==> config.mk <==
export PLATFORM = sky130hd
export DESIGN_NAME = act_window_fifo
export DESIGN_NICKNAME = d
export VERILOG_FILES = /design/src/rtl/act_buf_pkg.sv /design/src/rtl/act_ring_mem.sv /design/src/rtl/act_window_fifo.sv
export SDC_FILE = /design/constraint.sdc
export NUM_CORES = 1
export LEC_CHECK = 0
export ABC_AREA = 1
export BUFFER_PORTS_ARGS = -buffer_cell sky130_fd_sc_hd__clkbuf_2
export CORE_ASPECT_RATIO = 0.9
export CORE_UTILIZATION = 35
export DETAILED_ROUTE_END_ITERATION = 10
export HOLD_SLACK_MARGIN = 0.05
export SKIP_LAST_GASP = 1
export SLEW_MARGIN = 20
export SYNTH_ARGS = -nofsm -noshare
export SYNTH_HDL_FRONTEND = slang
export SYNTH_SLANG_ARGS = --single-unit
==> constraint.sdc <==
create_clock -name clk -period 9.3 [get_ports clk]
set_clock_uncertainty 0.2 [all_clocks]
set_input_delay 0.93 -clock clk [delete_from_list [all_inputs] [get_ports clk]]
set_output_delay 0.93 -clock clk [all_outputs]
set_load 0.03 [all_outputs]
==> src/rtl/act_buf_pkg.sv <==
// Shared definitions for the activation window FIFO: width derivation,
// stride clamping and elaboration-time parameter legality checks.
package act_buf_pkg;

    function automatic int unsigned dat_width(input int unsigned bw, input int unsigned nc);
        return bw * nc;
    endfunction

    function automatic int unsigned clog2(input int unsigned v);
        int unsigned r;
        longint unsigned p;
        r = 0;
        p = 1;
        while (p < longint'(v)) begin
            p = p << 1;
            r = r + 1;
        end
        return r;
    endfunction

    // A zero stride still consumes one entry; strides beyond the window are capped.
    function automatic int unsigned clamp_stride(input int unsigned s, input int unsigned n);
        if (s == 0) return 1;
        if (s > n) return n;
        return s;
    endfunction

    function automatic bit params_legal(input int unsigned depth, input int unsigned aw,
                                        input int unsigned nrd, input int unsigned sw);
        return (depth == (32'd1 << aw)) && (clog2(depth) == aw) &&
               (nrd >= 1) && (nrd <= depth) && (nrd <= ((32'd1 << sw) - 1));
    endfunction

endpackage

==> src/rtl/act_ring_mem.sv <==
// Register-array ring buffer: one write port and a wrapped multi-entry
// read window starting at the read pointer.
module act_ring_mem #(
    parameter int unsigned DAT_WIDTH     = 24,
    parameter int unsigned FF_DEPTH      = 16,
    parameter int unsigned FF_ADDR_WIDTH = 4,
    parameter int unsigned NUM_RDATA     = 3
) (
    input  logic                           clk,
    input  logic                           we_i,
    input  logic [FF_ADDR_WIDTH-1:0]       waddr_i,
    input  logic [DAT_WIDTH-1:0]           wdata_i,
    input  logic [FF_ADDR_WIDTH-1:0]       rd_ptr_i,
    output logic [DAT_WIDTH*NUM_RDATA-1:0] window_o
);

    logic [DAT_WIDTH-1:0] mem_q [FF_DEPTH];

    always_ff @(posedge clk) begin
        if (we_i) mem_q[waddr_i] <= wdata_i;
    end

    // Address arithmetic wraps naturally at FF_ADDR_WIDTH bits.
    always_comb begin
        window_o = '0;
        for (int unsigned k = 0; k < NUM_RDATA; k++) begin
            window_o[k*DAT_WIDTH +: DAT_WIDTH] = mem_q[rd_ptr_i + FF_ADDR_WIDTH'(k)];
        end
    end

endmodule

==> src/rtl/act_window_fifo.sv <==
// Activation window FIFO: single write per cycle, windowed read with
// runtime stride or peek, flush, threshold flag and sticky error flags.
module act_window_fifo
    import act_buf_pkg::*;
#(
    parameter int unsigned BIT_WIDTH     = 8,
    parameter int unsigned NUM_CHANNEL   = 3,
    parameter int unsigned NUM_RDATA     = 3,
    parameter int unsigned FF_DEPTH      = 16,
    parameter int unsigned FF_ADDR_WIDTH = 4,
    parameter int unsigned STRIDE_WIDTH  = 2,
    parameter int unsigned HALF_THR      = FF_DEPTH * 3 / 4,
    parameter int unsigned DAT_WIDTH     = dat_width(BIT_WIDTH, NUM_CHANNEL)
) (
    input  logic                           clk,
    input  logic                           rst,
    input  logic [DAT_WIDTH-1:0]           i_data,
    input  logic                           i_data_vld,
    output logic                           o_data_rdy,
    input  logic                           i_data_req,
    input  logic [STRIDE_WIDTH-1:0]        i_stride,
    input  logic                           i_peek,
    input  logic                           i_flush,
    output logic [DAT_WIDTH*NUM_RDATA-1:0] o_data,
    output logic                           o_data_vld,
    output logic [FF_ADDR_WIDTH:0]         data_counter,
    output logic                           o_empty,
    output logic                           o_full,
    output logic                           o_half,
    output logic                           o_ovf,
    output logic                           o_udf
);

    localparam int unsigned CW = FF_ADDR_WIDTH + 1;
    localparam int unsigned OW = DAT_WIDTH * NUM_RDATA;

    if (!params_legal(FF_DEPTH, FF_ADDR_WIDTH, NUM_RDATA, STRIDE_WIDTH)) begin : g_bad_params
        $error("act_window_fifo: illegal parameter combination");
    end

    logic [FF_ADDR_WIDTH-1:0] wr_ptr_q, wr_ptr_d, rd_ptr_q, rd_ptr_d;
    logic [CW-1:0]            cnt_q, cnt_d, pop;
    logic [OW-1:0]            data_q, data_d, window;
    logic                     vld_q, vld_d, ovf_q, ovf_d, udf_q, udf_d;
    logic                     full, wr_acc, rd_acc;

    assign full       = (cnt_q == CW'(FF_DEPTH));
    assign wr_acc     = i_data_vld && !full;
    assign rd_acc     = i_data_req && (cnt_q >= CW'(NUM_RDATA));

    assign o_data_rdy   = !full;
    assign o_full       = full;
    assign o_empty      = (cnt_q == '0);
    assign o_half       = (cnt_q > CW'(HALF_THR));
    assign o_data       = data_q;
    assign o_data_vld   = vld_q;
    assign data_counter = cnt_q;
    assign o_ovf        = ovf_q;
    assign o_udf        = udf_q;

    act_ring_mem #(
        .DAT_WIDTH    (DAT_WIDTH),
        .FF_DEPTH     (FF_DEPTH),
        .FF_ADDR_WIDTH(FF_ADDR_WIDTH),
        .NUM_RDATA    (NUM_RDATA)
    ) u_mem (
        .clk     (clk),
        .we_i    (wr_acc && !i_flush && !rst),
        .waddr_i (wr_ptr_q),
        .wdata_i (i_data),
        .rd_ptr_i(rd_ptr_q),
        .window_o(window)
    );

    always_comb begin
        wr_ptr_d = wr_ptr_q;
        rd_ptr_d = rd_ptr_q;
        cnt_d    = cnt_q;
        data_d   = data_q;
        vld_d    = 1'b0;
        ovf_d    = ovf_q;
        udf_d    = udf_q;
        pop      = '0;
        if (i_flush) begin
            wr_ptr_d = '0;
            rd_ptr_d = '0;
            cnt_d    = '0;
            data_d   = '0;
            ovf_d    = 1'b0;
            udf_d    = 1'b0;
        end else begin
            if (rd_acc && !i_peek) pop = CW'(clamp_stride(32'(i_stride), NUM_RDATA));
            if (wr_acc) wr_ptr_d = wr_ptr_q + 1'b1;
            if (rd_acc) begin
                data_d = window;
                vld_d  = 1'b1;
            end
            rd_ptr_d = rd_ptr_q + pop[FF_ADDR_WIDTH-1:0];
            cnt_d    = cnt_q + CW'(wr_acc) - pop;
            ovf_d    = ovf_q | (i_data_vld & full);
            udf_d    = udf_q | (i_data_req & !rd_acc);
        end
    end

    always_ff @(posedge clk) begin
        if (rst) begin
            wr_ptr_q <= '0;
            rd_ptr_q <= '0;
            cnt_q    <= '0;
            data_q   <= '0;
            vld_q    <= 1'b0;
            ovf_q    <= 1'b0;
            udf_q    <= 1'b0;
        end else begin
            wr_ptr_q <= wr_ptr_d;
            rd_ptr_q <= rd_ptr_d;
            cnt_q    <= cnt_d;
            data_q   <= data_d;
            vld_q    <= vld_d;
            ovf_q    <= ovf_d;
            udf_q    <= udf_d;
        end
    end

endmodule
Yosys cells after proc, flatten, opt, wreduce, memory -nomap -nowiden

Memories as Yosys holds them, arrays and structs flattened. A register that Yosys moved wholly into a read port is not among the register bits.
Index checks and enable logic that the tools add are counted.
W data, S select, Z words.

Flip-flop bits (word level): 16
RAM bits: 384
Logic and storage cells: 43
Memories: 1

Memory list:

| memory      | depth | bits a word | rd ports | clocked after memory_dff | write ports | RTL line           | text |
|---|---|---|---|---|---|---|---|
| u_mem.mem_q | 16    | 24          | 3        | 3                        | 1           | act_ring_mem.sv:17 | `logic [DAT_WIDTH-1:0] mem_q [FF_DEPTH];` |

Add/subtract/negate cells: 6
Order comparisons: 2
Eq/ne operators: 1
Mux-type cells: 10
Bitwise operators: 4
Reductions and logical operators: 13

Operator list:

| kind                  | number |
|---|---|
| $mux W5               | 3 |
| $add A4 B1 Y4 const B | 2 |
| $mux W1               | 7 |
| $add A5 B1 Y5         | 1 |
| $eq A5 B5 Y1 const B  | 1 |
| $ge A5 B2 Y1 const B  | 1 |
| $gt A5 B4 Y1 const B  | 1 |
| $logic_and A1 B1 Y1   | 5 |
| $logic_not A1 Y1      | 5 |
| $logic_not A5 Y1      | 1 |
| $sub A5 B5 Y5         | 1 |
| $add A4 B2 Y4 const B | 1 |
| $add A4 B4 Y4         | 1 |
| $and A1 B1 Y1         | 2 |
| $logic_not A2 Y1      | 1 |
| $or A1 B1 Y1          | 2 |
| $reduce_or A2 Y1      | 1 |

Logic depth before layout (Yosys ltp)

Depth after elaboration: 9
Gate-level depth with buffers: 14
Mapped depth without buffers: 13

Modules after synthesis

From an unflattened synthesis, not the netlist that was laid out.

Cell total of the unflattened synthesis: 3337
Area, all modules: 25926.1 um2

By module, submodules not included:

| module          | times used | cells an instance | area an instance (um2) | seq. area each (um2) |
|---|---|---|---|---|
| act_ring_mem    | 1          | 2903              | 22479.1                | 11531.1 |
| act_window_fifo | 1          | 434               | 3447.1                 | 1761.7 |

Least setup slack after synthesis

No wires, ideal clock.

Path kind: register to register
Start: reg cnt_q[2] (netlist: data_counter[2])
End: mem u_mem.mem_q[11][0], enable pin
Arrival time: 3332 ps
Slack: 5333 ps
Stages on the path, launching flop included: 8
Buffers on the path: 0
Clock period less this slack: 3967 ps
Path through: dfxtp_1 > inv_1 > ha_1 > nand4_1 > nand2_1 > inv_1 > nand2_1 > nor3_1

Cells in the longest elaborated chain, start to end: 7

RTL lines:

| what                             | RTL line               | text |
|---|---|---|
| from (decl)                      | act_window_fifo.sv:42  | `logic [CW-1:0] cnt_q, cnt_d, pop;` |
| from (signal assigned)           | act_window_fifo.sv:117 | `cnt_q <= cnt_d;` |
| $eq A5 B5 Y1                     | act_window_fifo.sv:47  | `assign full = (cnt_q == CW'(FF_DEPTH));` |
| $logic_not A1 Y1                 | --                     |  |
| named net o_data_rdy             | act_window_fifo.sv:19  | `output logic o_data_rdy,` |
| $logic_and A1 B1 Y1              | act_window_fifo.sv:48  | `assign wr_acc = i_data_vld && !full;` |
| $logic_and A1 B1 Y1 (2 in a row) | act_window_fifo.sv:68  | `.we_i (wr_acc && !i_flush && !rst),` |
| $mux W1                          | act_ring_mem.sv:20     | `if (we_i) mem_q[waddr_i] <= wdata_i;` |
| $mux W1 (not written as such)    | act_ring_mem.sv:20     |  |
| to (decl)                        | act_ring_mem.sv:17     |  |

The timed path passes the listed nets, and every way through them passes these cells.

Worst setup path in the final report

Start: in i_flush
End: mem u_mem.mem_q[4][0], enable pin

Cells in the longest elaborated chain, start to end: 5

RTL lines:

| what                             | RTL line              | text |
|---|---|---|
| from (decl)                      | act_window_fifo.sv:23 | `input logic i_flush,` |
| $logic_not A1 Y1                 | act_window_fifo.sv:68 |  |
| $logic_and A1 B1 Y1 (2 in a row) | act_window_fifo.sv:68 |  |
| $mux W1                          | act_ring_mem.sv:20    |  |
| $mux W1 (not written as such)    | act_ring_mem.sv:20    |  |

No other way between the ends.

==> flow_summary.ini <==
[finish]
multiInputGateArea_um2 = 10100
drive_gt1_frac = 0.0861
finalNetCount = 3192
postLayoutCellArea_um2 = 28300
seqCellArea_um2 = 13300
fill_cells = 7149
antenna_cells = 0
area_growth_pct = 12.1

[synth]
netlist.area_leader.share = 0.457
synth_warnings = 0
syn_inst = 3153
synth_most_common_cell = nand2_1
synth_top_cell_by_area = edfxtp_1
synthTopCellsByCount = nand2_1, nand3_1, edfxtp_1
ys_seq_area_frac = 0.527
syn_avg_cell_area_um2 = 8.00
synth-seq-cells = 472
synth-edff-count = 384
synthArstFlopShare = 0
syn_nets = 3205
synthDistinctLibCells = 29
synth_ff_type = edfxtp_1
netlist_area_um2 = 25200
netlist_top_cells_area = edfxtp_1, nand3_1, nand2_1

[global_route]
grt_max_degree = 224
grt.total_usage = 0.217
grt_antenna_before_repair = 1
grt_pass1_wl_um = 121000
grt_pass1_vias = 19800
grt_overflow = 0

[placed_design]
gp_congestion = 0.823
dpl-instance-area_um2 = 26400
portBuffers = 115
hpwl_um = 44200

[clocking]
cts_tree = built
clk_path_buf_depth = 3
insertion_delay_ns = 0.62
cts.repair.resized = 0
clk_pin_slew_ns = 0.06
post_cts_buffers = 0
root_buffer = clkbuf_16
clock_sinks = 472
hold_buffers = 0
cts-buffers-inserted = 52
cts-htree-levels = 2

[routing]
viasPerCell = 5.28
routedWlPerCell_um = 19.7
firstDrtPassIters = 8
routed_wl_um = 81400
vias = 21800
remaining_drc_errors = 0
ant_nets = 0
drtIter0Drc = 2592

[timing]
slew_viol_final = 0
timing.setup.tns_ns = 0
min_period_ns = 3.99
rsz0062_at_grt = false
finalHoldViolCount = 0
hold_ws_ns = 0.250
max-slew-margin-rel = 0.205
post-route-period-util = 0.430
fmax_mhz = 250
tightest_slew_ns = 1.19
setup_viol = 0

[worst_setup_path]
worst-r2r-cell-count = 9
crit_end = u_mem.mem_q[4][0]
crit_path_max_fanout = 55
worstSetupStartpoint = i_flush
cp-start-kind = primary input
r2r_start = rd_ptr_q[1]
crit_required_ns = 9.32
timing.rr.end = o_data[25]
worstPathArrival_ns = 4.01
worstSetupPathType = in2reg
regToRegSetupSlack_ns = 5.61
critPathCaptureType = flop

[floorplan]
coreArea_um2 = 71400
io_pins = 116
dieArea_um2 = 73200
initial_core_util = 0.353
rows = 93
die_height_um = 257
die_w_um = 285

[hold_path]
hold_depth = 2
worstHoldStart = o_udf
hold_class = reg2reg

[power]
vdd_drop_max_mv = 0.141
power_leakage_nw = 11.9
powerDensity_nw_per_um2 = 172

[job]
max_cap_viol_count = 0

[status]
status = finished clean
registers in the layout, indices dropped and copies added (netlist names):
signal / flops
u_mem.mem_q: 384
o_data: 72
data_counter: 5
rd_ptr_q: 4
wr_ptr_q: 4
o_data_vld: 1
o_ovf: 1
o_udf: 1
cell type report:
type                            instances  area share
Tap cell                              950      0.0420
Inverter                              251      0.0342
Clock inverter                         37      0.0153
Multi-Input combinational cell       2214       0.356
Sequential cell                       472       0.471
Clock buffer                           61      0.0490
Timing Repair Buffer                  149      0.0325
worst max-delay path: stages:
cell and delay (ns):
clkbuf_2 0.10, nor2_4 0.09, buf_4 0.56, inv_2 0.38
buf_4 0.39, nor2_1 0.26, nand2_1 0.28, nor2_4 0.95
worst min-delay path by stage:
stage	endpoint	slack, ns
after global routing	o_udf	0.29
after global placement	o_udf	0.26
final	o_udf	0.25
after floorplan	wr_ptr_q[3]	0.27
after CTS	o_udf	0.25
after detailed placement	o_udf	0.24
stage by stage:
step / utilization / power, mW / cells / worst slack (ns)
after floorplan: - / 2.59 / 3153 / 5.33
after global placement: 0.369 / 2.70 / 4033 / 4.67
after detailed placement: 0.369 / 2.70 / 4033 / 4.64
after CTS: 0.395 / 4.90 / 4131 / 5.28
after global routing: 0.396 / 5.02 / 4134 / 5.20
final: 0.396 / 4.87 / 4134 / 5.31
report_power, final:
group | internal (mW) | switching (mW)
registers | 2.31 | 0.0184
logic | 0.0840 | 0.250
clock network | 1.32 | 0.893
cell usage in the layout (no fill, tap or decap), drive strengths merged:
| cell type | instances |
|---|---|
| nand2 | 1051 |
| nand3 | 943 |
| edfxtp | 384 |
| inv | 253 |
| clkbuf | 176 |
| dfxtp | 88 |
| nor2 | 72 |
| a21oi | 59 |
| o21ai | 54 |
| buf | 34 |
| clkinv | 23 |
| ha | 18 |
| bufinv | 9 |
| nor3 | 4 |
| xor2 | 4 |
| clkinvlp | 3 |
| nand4 | 2 |
| fa | 2 |
| xnor2 | 2 |
| o21bai | 1 |
| a211oi | 1 |
| a31o | 1 |
cells by family after synthesis:
family / share of synthesized area
AO/OA/AOI/OAI: 0.0234
XOR/XNOR: 0.00268
adder cells (fa/ha/maj): 0.0105
buffers and inverters: 0.0806
flip-flops: 0.527
AND/OR/NAND/NOR: 0.356
layer usage:
metal | vias to the layer above | part of all wire | track usage
met1 | 10200 | 0.44 | 0.303
met4 | 2 | 0.023 | 0.0588
li1 | 10600 | - | -
met5 | - | 0.00016 | 0
met3 | 130 | 0.089 | 0.0396
met2 | 970 | 0.45 | 0.345
Note: power is estimated with default switching activity, not from simulation.
